$ cat src/rtl/serial_adder.sv
// Bit-serial adder: one full-adder cell plus a carry flop, consuming one
// operand bit pair per clock (LSB first). Result {co, sum} = a + b + ci.
module serial_adder #(
    parameter int WIDTH = 8
) (
    input  logic             clk,
    input  logic             rst_n,
    input  logic             start,
    input  logic [WIDTH-1:0] a,
    input  logic [WIDTH-1:0] b,
    input  logic             ci,
    output logic             ready,
    output logic             busy,
    output logic             done,
    output logic [WIDTH-1:0] sum,
    output logic             co,
    output logic [1:0]       fsm_state
);

    localparam int CW = $clog2(WIDTH + 1);

    typedef enum logic [1:0] {
        S_IDLE = 2'd0,
        S_RUN  = 2'd1,
        S_DONE = 2'd2
    } state_t;

    state_t           state;
    logic [WIDTH-1:0] sh_a;
    logic [WIDTH-1:0] sh_b;
    logic [WIDTH-1:0] sh_s;
    logic [WIDTH-1:0] sh_s_next;
    logic             carry;
    logic             bit_s;
    logic             carry_next;
    logic [CW-1:0]    cnt;
    logic             last_bit;

    assign bit_s      = sh_a[0] ^ sh_b[0] ^ carry;
    assign carry_next = (sh_a[0] & sh_b[0]) | (carry & (sh_a[0] ^ sh_b[0]));
    assign last_bit   = (cnt == CW'(WIDTH - 1));
    assign fsm_state  = state;

    // New sum bits enter at the MSB so that after WIDTH shifts bit 0 is the LSB.
    generate
        if (WIDTH == 1) begin : g_one
            assign sh_s_next = bit_s;
        end else begin : g_many
            assign sh_s_next = {bit_s, sh_s[WIDTH-1:1]};
        end
    endgenerate

    always_ff @(posedge clk or negedge rst_n) begin
        if (!rst_n) begin
            state <= S_IDLE;
            ready <= 1'b1;
            busy  <= 1'b0;
            done  <= 1'b0;
            sum   <= '0;
            co    <= 1'b0;
            sh_a  <= '0;
            sh_b  <= '0;
            sh_s  <= '0;
            carry <= 1'b0;
            cnt   <= '0;
        end else begin
            case (state)
                S_IDLE: begin
                    if (start) begin
                        sh_a  <= a;
                        sh_b  <= b;
                        carry <= ci;
                        sh_s  <= '0;
                        cnt   <= '0;
                        state <= S_RUN;
                        ready <= 1'b0;
                        busy  <= 1'b1;
                    end
                end
                S_RUN: begin
                    sh_a  <= sh_a >> 1;
                    sh_b  <= sh_b >> 1;
                    carry <= carry_next;
                    sh_s  <= sh_s_next;
                    cnt   <= cnt + CW'(1);
                    // Outputs only move on the completion edge, never mid-operation.
                    if (last_bit) begin
                        sum   <= sh_s_next;
                        co    <= carry_next;
                        state <= S_DONE;
                        busy  <= 1'b0;
                        done  <= 1'b1;
                    end
                end
                S_DONE: begin
                    state <= S_IDLE;
                    done  <= 1'b0;
                    ready <= 1'b1;
                end
                default: begin
                    state <= S_IDLE;
                    ready <= 1'b1;
                    busy  <= 1'b0;
                    done  <= 1'b0;
                end
            endcase
        end
    end

endmodule
$ cat config.mk
export PLATFORM = sky130hd
export DESIGN_NAME = serial_adder
export DESIGN_NICKNAME = d
export VERILOG_FILES = /design/src/rtl/serial_adder.sv
export SDC_FILE = /design/constraint.sdc
export NUM_CORES = 1
export LEC_CHECK = 0
export CORE_ASPECT_RATIO = 0.5
export CORE_MARGIN = 3
export CORE_UTILIZATION = 40
export CTS_BUF_LIST = sky130_fd_sc_hd__clkbuf_4
export DETAILED_ROUTE_END_ITERATION = 16
export PLACE_DENSITY = 0.71
export SYNTH_ARGS = -nofsm -noshare
export SYNTH_HDL_FRONTEND = slang
export SYNTH_SLANG_ARGS = --single-unit
export TNS_END_PERCENT = 100
$ cat constraint.sdc
create_clock -name clk -period 1.6 [get_ports clk]
set_clock_uncertainty 0.05 [all_clocks]
set_input_delay 0.32 -clock clk [delete_from_list [all_inputs] [get_ports clk]]
set_output_delay 0.32 -clock clk [all_outputs]
set_load 0.005 [all_outputs]
Word-level counts from Yosys, hierarchy flattened
Cells that the tools add are included.
- register bits: 43
- bits of input ports: 20
- output and inout bits: 14
- add/subtract/negate cells: 1
- equality and inequality tests: 5
- multiplexer cells: 20
- bitwise gates (word level): 8
- reductions and logical operators: 8
- operators with widths (operator ; number):
    $pmux W8 S2 ; 3
    $mux W8 ; 3
    $reduce_and A2 Y1 ; 5
    $pmux W4 S2 ; 1
    $pmux W1 S2 ; 3
    $mux W1 ; 5
    $add A4 B1 Y4 const B ; 1
    $eq A4 B3 Y1 const B ; 1
    $mux W2 ; 2
    $mux W4 ; 1
    $ne A2 B2 Y1 const B ; 2
    $pmux W2 S2 ; 1
    $not A1 Y1 ; 3
    $pmux W1 S3 ; 1
    $reduce_and A3 Y1 ; 1
    $and A1 B1 Y1 ; 2
    $eq A2 B1 Y1 const B ; 1
    $eq A2 B2 Y1 const B ; 1
    $logic_not A2 Y1 ; 1
    $reduce_bool A2 Y1 ; 1
    $xor A1 B1 Y1 ; 2
    $or A1 B1 Y1 ; 1

Logic depth before layout (Yosys ltp)
- word-level depth: 4
- gate-level depth with buffers: 5
- gate-level depth less buffers: 4

Worst setup path before layout
No wires, ideal clock.
- path kind: register to register
- start point: register cnt[0]
- end point: register co
- arrival time: 1.383 ns
- required time: 1.425 ns
- path slack: 0.042 ns
- cell stages (with the launch flop): 6
- period minus slack after synthesis: 1.558 ns
- cell sequence: dfrtp_1 -> ha_1 -> and3b_1 -> and2_4 -> buf_12 -> mux2_4
- word-level cells in the longest chain between the ends: 2
- RTL lines (item ; RTL line ; RTL):
    start, declared ; 36 ; logic [CW-1:0] cnt;
    start signal, assigned ; 85 ; cnt <= cnt + CW'(1);
    $eq A4 B3 Y1 ; 41 ; assign last_bit = (cnt == CW'(WIDTH - 1));
    $reduce_and A2 Y1 (no source line) ; - ;
    end signal, assigned ; 89 ; co <= carry_next;
    end, declared ; 16 ; output logic co,
No other way between the ends.
A chain may end at the register's enable or synchronous reset.

Worst setup path after layout
- start point: register cnt[1]
- end point: register sum[0]
- word-level cells in the longest chain between the ends: 2
- RTL lines (item ; RTL line ; RTL):
    $eq A4 B3 Y1 ; 41 ;
    $reduce_and A2 Y1 (no source line) ; - ;
    end signal, assigned ; 88 ; sum <= sh_s_next;
    end, declared ; 15 ; output logic [WIDTH-1:0] sum,
No other way between the ends.

==> impl_metrics.prom <==
# TYPE chip_impl_metric gauge
chip_impl_metric{name="cells_after_synth",unit=""} 163
chip_impl_info{name="yosys.cell_count.top_type",value="sky130_fd_sc_hd__dfrtp_1"} 1
chip_impl_metric{name="netlist.area_leader.share",unit="%"} 54.2
chip_impl_metric{name="timing.fmax",unit="GHz"} 0.641
chip_impl_metric{name="synth.cell_area",unit="sq um"} 1890
chip_impl_metric{name="row_count",unit=""} 16
chip_impl_info{name="unrepaired_setup_endpoints_after_global_routing",value="yes"} 1
chip_impl_metric{name="die_x",unit="um"} 103
chip_impl_info{name="netlist.top_cell.by_area",value="sky130_fd_sc_hd__dfrtp_1"} 1
chip_impl_metric{name="cts_buffers",unit=""} 5
chip_impl_metric{name="grt_first_pass_wirelength",unit="mm"} 6.77
chip_impl_metric{name="setup_violators_final",unit=""} 0
chip_impl_metric{name="clkSlewWorstSetupHoldPaths",unit="ns"} 0.13
chip_impl_metric{name="dpl-instance-area",unit="sq um"} 2340
chip_impl_metric{name="synth_seq_area_share",unit="%"} 55.6
chip_impl_metric{name="share_seq_of_total_power",unit="%"} 44.5
chip_impl_metric{name="worst_slew_pin_slew",unit="ns"} 0.347
chip_impl_metric{name="slew-limit-headroom",unit="%"} 76.8
chip_impl_info{name="outcome",value="completed"} 1
chip_impl_metric{name="power_per_cell_area",unit="nW/um^2"} 1580
chip_impl_metric{name="switchingPower",unit="mW"} 1.31
chip_impl_metric{name="via_count_of_the_first_global_routing_pass",unit=""} 1424
chip_impl_metric{name="slew_viol_final",unit=""} 0
chip_impl_info{name="worst_r2r_endpoint",value="sum[0]"} 1
chip_impl_metric{name="coreArea",unit="sq um"} 4220
chip_impl_metric{name="floorplan.die_area",unit="sq um"} 5640
chip_impl_metric{name="avgSynthCellArea",unit="sq um"} 11.6
chip_impl_metric{name="cap_viol_max_count",unit=""} 0
chip_impl_metric{name="dpl_worst_slack",unit="ns"} -0.0365
chip_impl_metric{name="top_fanout_value_on_the_critical_path",unit=""} 6
chip_impl_metric{name="grt_start_max_net_pins",unit=""} 24
chip_impl_info{name="synth_area_leaders",value="sky130_fd_sc_hd__dfrtp_1, sky130_fd_sc_hd__mux2_4, sky130_fd_sc_hd__a22oi_1, sky130_fd_sc_hd__nor2b_1, sky130_fd_sc_hd__a21oi_1"} 1
chip_impl_metric{name="area_added_between_synthesis_and_finish",unit="%"} 32.4
chip_impl_metric{name="grt.overflow.total",unit=""} 0
chip_impl_metric{name="power.clock.fraction",unit="%"} 13.4
chip_impl_info{name="ys_top_cells_by_count",value="sky130_fd_sc_hd__dfrtp_1, sky130_fd_sc_hd__a21oi_1, sky130_fd_sc_hd__nor2b_1, sky130_fd_sc_hd__o21ai_0, sky130_fd_sc_hd__a22oi_1"} 1
chip_impl_metric{name="post-route-drc-count",unit=""} 0
chip_impl_metric{name="tritoncts_num_sinks",unit=""} 42
chip_impl_metric{name="combPwrFrac",unit="%"} 42.1
chip_impl_metric{name="post_synth_num_cell_types",unit=""} 30
chip_impl_metric{name="cp.arrival",unit="ns"} 1.75
chip_impl_metric{name="drive_above_1_share",unit="%"} 21.8
chip_impl_metric{name="setup.reg_to_reg.worst_slack",unit="ns"} 0.04
chip_impl_metric{name="avgRoutedWirePerCell",unit="um"} 15.2
chip_impl_metric{name="clk_latency",unit="ns"} 0.35
chip_impl_metric{name="max-vdd-ir-drop",unit="mV"} 0.516
chip_impl_metric{name="count_of_state_elements_after_synthesis",unit=""} 42
chip_impl_metric{name="synth-warning-count",unit=""} 0
chip_impl_info{name="end_kind",value="flop"} 1
chip_impl_info{name="crit-reg2reg-launch",value="cnt[1]"} 1
chip_impl_metric{name="num_io_pins",unit=""} 34
chip_impl_metric{name="grt_antenna_before_repair",unit=""} 0
chip_impl_metric{name="place.port_buffers",unit=""} 33
chip_impl_metric{name="track_usage",unit="%"} 16.2
chip_impl_metric{name="hpwl",unit="mm"} 2.94
chip_impl_metric{name="power.switching_fraction",unit="%"} 33.2
chip_impl_info{name="criticalPathCategory",value="reg -> reg"} 1
chip_impl_metric{name="total_via_count_after_detailed_routing",unit=""} 1475
chip_impl_metric{name="p_leak",unit="nW"} 1.22
chip_impl_metric{name="finalPower",unit="mW"} 3.96
chip_impl_metric{name="critPathRequiredTime",unit="ns"} 1.79
chip_impl_info{name="clock_tree_from_tritoncts",value="done"} 1
chip_impl_metric{name="layout.cell_area.non_filler",unit="sq um"} 2510
chip_impl_metric{name="finalWeightedCongestion",unit=""} 0.818
chip_impl_metric{name="fillCellCount",unit=""} 361
chip_impl_metric{name="final_period_minus_worst_setup_slack",unit="ns"} 1.56
chip_impl_info{name="min-delay-path-class",value="in -> async"} 1
chip_impl_metric{name="via_per_inst",unit=""} 5.21
chip_impl_info{name="timing.critical_path.from_type",value="flop"} 1
chip_impl_metric{name="antenna_cells_inserted",unit=""} 0
chip_impl_metric{name="finalHoldViolations",unit=""} 0
chip_impl_metric{name="design.final.nets",unit=""} 241
chip_impl_metric{name="drt_pre_antenna_iters",unit=""} 4
chip_impl_metric{name="drt_iter0_drc",unit=""} 61
chip_impl_metric{name="fin_ws",unit="ns"} 0.0398
chip_impl_metric{name="asyncSetResetFlopFracSynth",unit="%"} 100
chip_impl_metric{name="detail-route-antenna-nets",unit=""} 0
chip_impl_metric{name="drt-total-wl",unit="mm"} 4.31
chip_impl_metric{name="power_report.internal_total",unit="mW"} 2.65
chip_impl_info{name="cts-root-buf",value="sky130_fd_sc_hd__clkbuf_4"} 1
chip_impl_metric{name="whs",unit="ns"} 0.334
chip_impl_metric{name="cts_buffer_depth",unit=""} 2
chip_impl_metric{name="synth_enable_flop_cells",unit=""} 0
chip_impl_metric{name="initial_utilization",unit="%"} 44.8
chip_impl_metric{name="cts_max_level",unit=""} 2
chip_impl_metric{name="worstRegToRegCells",unit=""} 4
chip_impl_metric{name="synthesis.nets",unit=""} 185
chip_impl_info{name="yosys_most_used_dff",value="sky130_fd_sc_hd__dfrtp_1"} 1
chip_impl_metric{name="fin_crit_sh",unit="%"} 97.5
chip_impl_metric{name="die_height",unit="um"} 54.6
==> cell usage in the layout (no fill, tap or decap), types with 2 or more instances in the layout <==
cell,instances
sky130_fd_sc_hd__dfrtp_1,41
sky130_fd_sc_hd__buf_4,25
sky130_fd_sc_hd__clkdlybuf4s50_1,18
sky130_fd_sc_hd__a21oi_1,17
sky130_fd_sc_hd__o21ai_0,17
sky130_fd_sc_hd__nor2b_1,16
sky130_fd_sc_hd__a22oi_1,15
sky130_fd_sc_hd__a22o_1,9
sky130_fd_sc_hd__mux2_4,8
sky130_fd_sc_hd__dlygate4sd2_1,8
sky130_fd_sc_hd__clkbuf_4,6
sky130_fd_sc_hd__dlymetal6s2s_1,6
sky130_fd_sc_hd__nand2_1,5
sky130_fd_sc_hd__inv_1,4
sky130_fd_sc_hd__nor2_1,3
sky130_fd_sc_hd__and2_4,2
sky130_fd_sc_hd__mux2_2,2
==> critical path, cell delays in order, from the launching register on <==
cell,delay [ns]
sky130_fd_sc_hd__dfrtp_1,0.40
sky130_fd_sc_hd__ha_1,0.18
sky130_fd_sc_hd__and3b_1,0.24
sky130_fd_sc_hd__and2_4,0.24
sky130_fd_sc_hd__mux2_2,0.34
==> worst max path at each step <==
stage,start,to,slack (ns),depth (start not counted)
3_5_place_dp,start,sh_b[5],-0.04,5
2_1_floorplan,cnt[0],co,0.04,5
4_1_cts,sum[0],sum[0],0.003,1
6_report,cnt[1],sum[0],0.04,4
3_3_place_gp,start,sh_b[1],0.04,5
5_1_grt,cnt[1],sum[0],-0.02,4
==> metrics by stage <==
step	instances	utilization, %	setup TNS (ns)
5_1_grt	283	59.3	-0.0233
3_3_place_gp	262	55.5	0
3_5_place_dp	262	55.5	-0.146
2_1_floorplan	163	-	0
6_report	283	59.3	0
4_1_cts	280	58.4	0
==> power groups by stage <==
stage	registers, mW	logic [mW]	clock network, mW
final	1.76	1.67	0.530
after global routing	1.81	1.83	0.586
after CTS	1.76	1.64	0.542
after detailed placement	1.81	1.55	0
after global placement	1.78	1.50	0
after floorplan	1.74	0.947	0
==> area by class of cell <==
cell class | instances | area [sq um] | area share (%)
clock inverter | 2 | 8.76 | 0.349
multi-input combinational | 106 | 758 | 30.3
sequential | 42 | 1050 | 42.0
inverter | 4 | 15.0 | 0.599
tap | 63 | 78.8 | 3.15
timing repair buffer | 60 | 548 | 21.9
clock buffer | 6 | 45.0 | 1.80
==> cell families after synthesis <==
kind of cell	after synthesis	share of synthesized area, %
AO/OA/AOI/OAI	64	21.4
AND/OR/NAND/NOR	29	8.79
buffers and inverters	16	4.96
flip-flops	42	55.6
adder cells (fa/ha/maj)	2	1.72
multiplexers	10	7.53
==> metal layers <==
layer	track usage, %	vias up	part of all wire (%)
li1	-	702	-
met1	20.7	742	47
met2	27.0	27	49
met3	3.82	4	2.8
met4	7.10	0	0.98
met5	0	-	0
==> timing repair <==
action | CTS | global route
gates cloned | 0 | 1
endpoints found under the hold margin | 11 | 0
buffers inserted | 9 | 2
setup endpoints to repair | 12 | 12
resized for setup | 8 | 8
hold buffers | 1 | 0
pin swaps | 0 | 0
==> state kept, by name, indices dropped and copies added (netlist names) <==
register and flops:
sh_a 8, sh_b 8, sum 8, sh_s 7, cnt 4, fsm_state 2
busy 1, carry 1, co 1, done 1, ready 1
(Power assumes the default switching activity.)
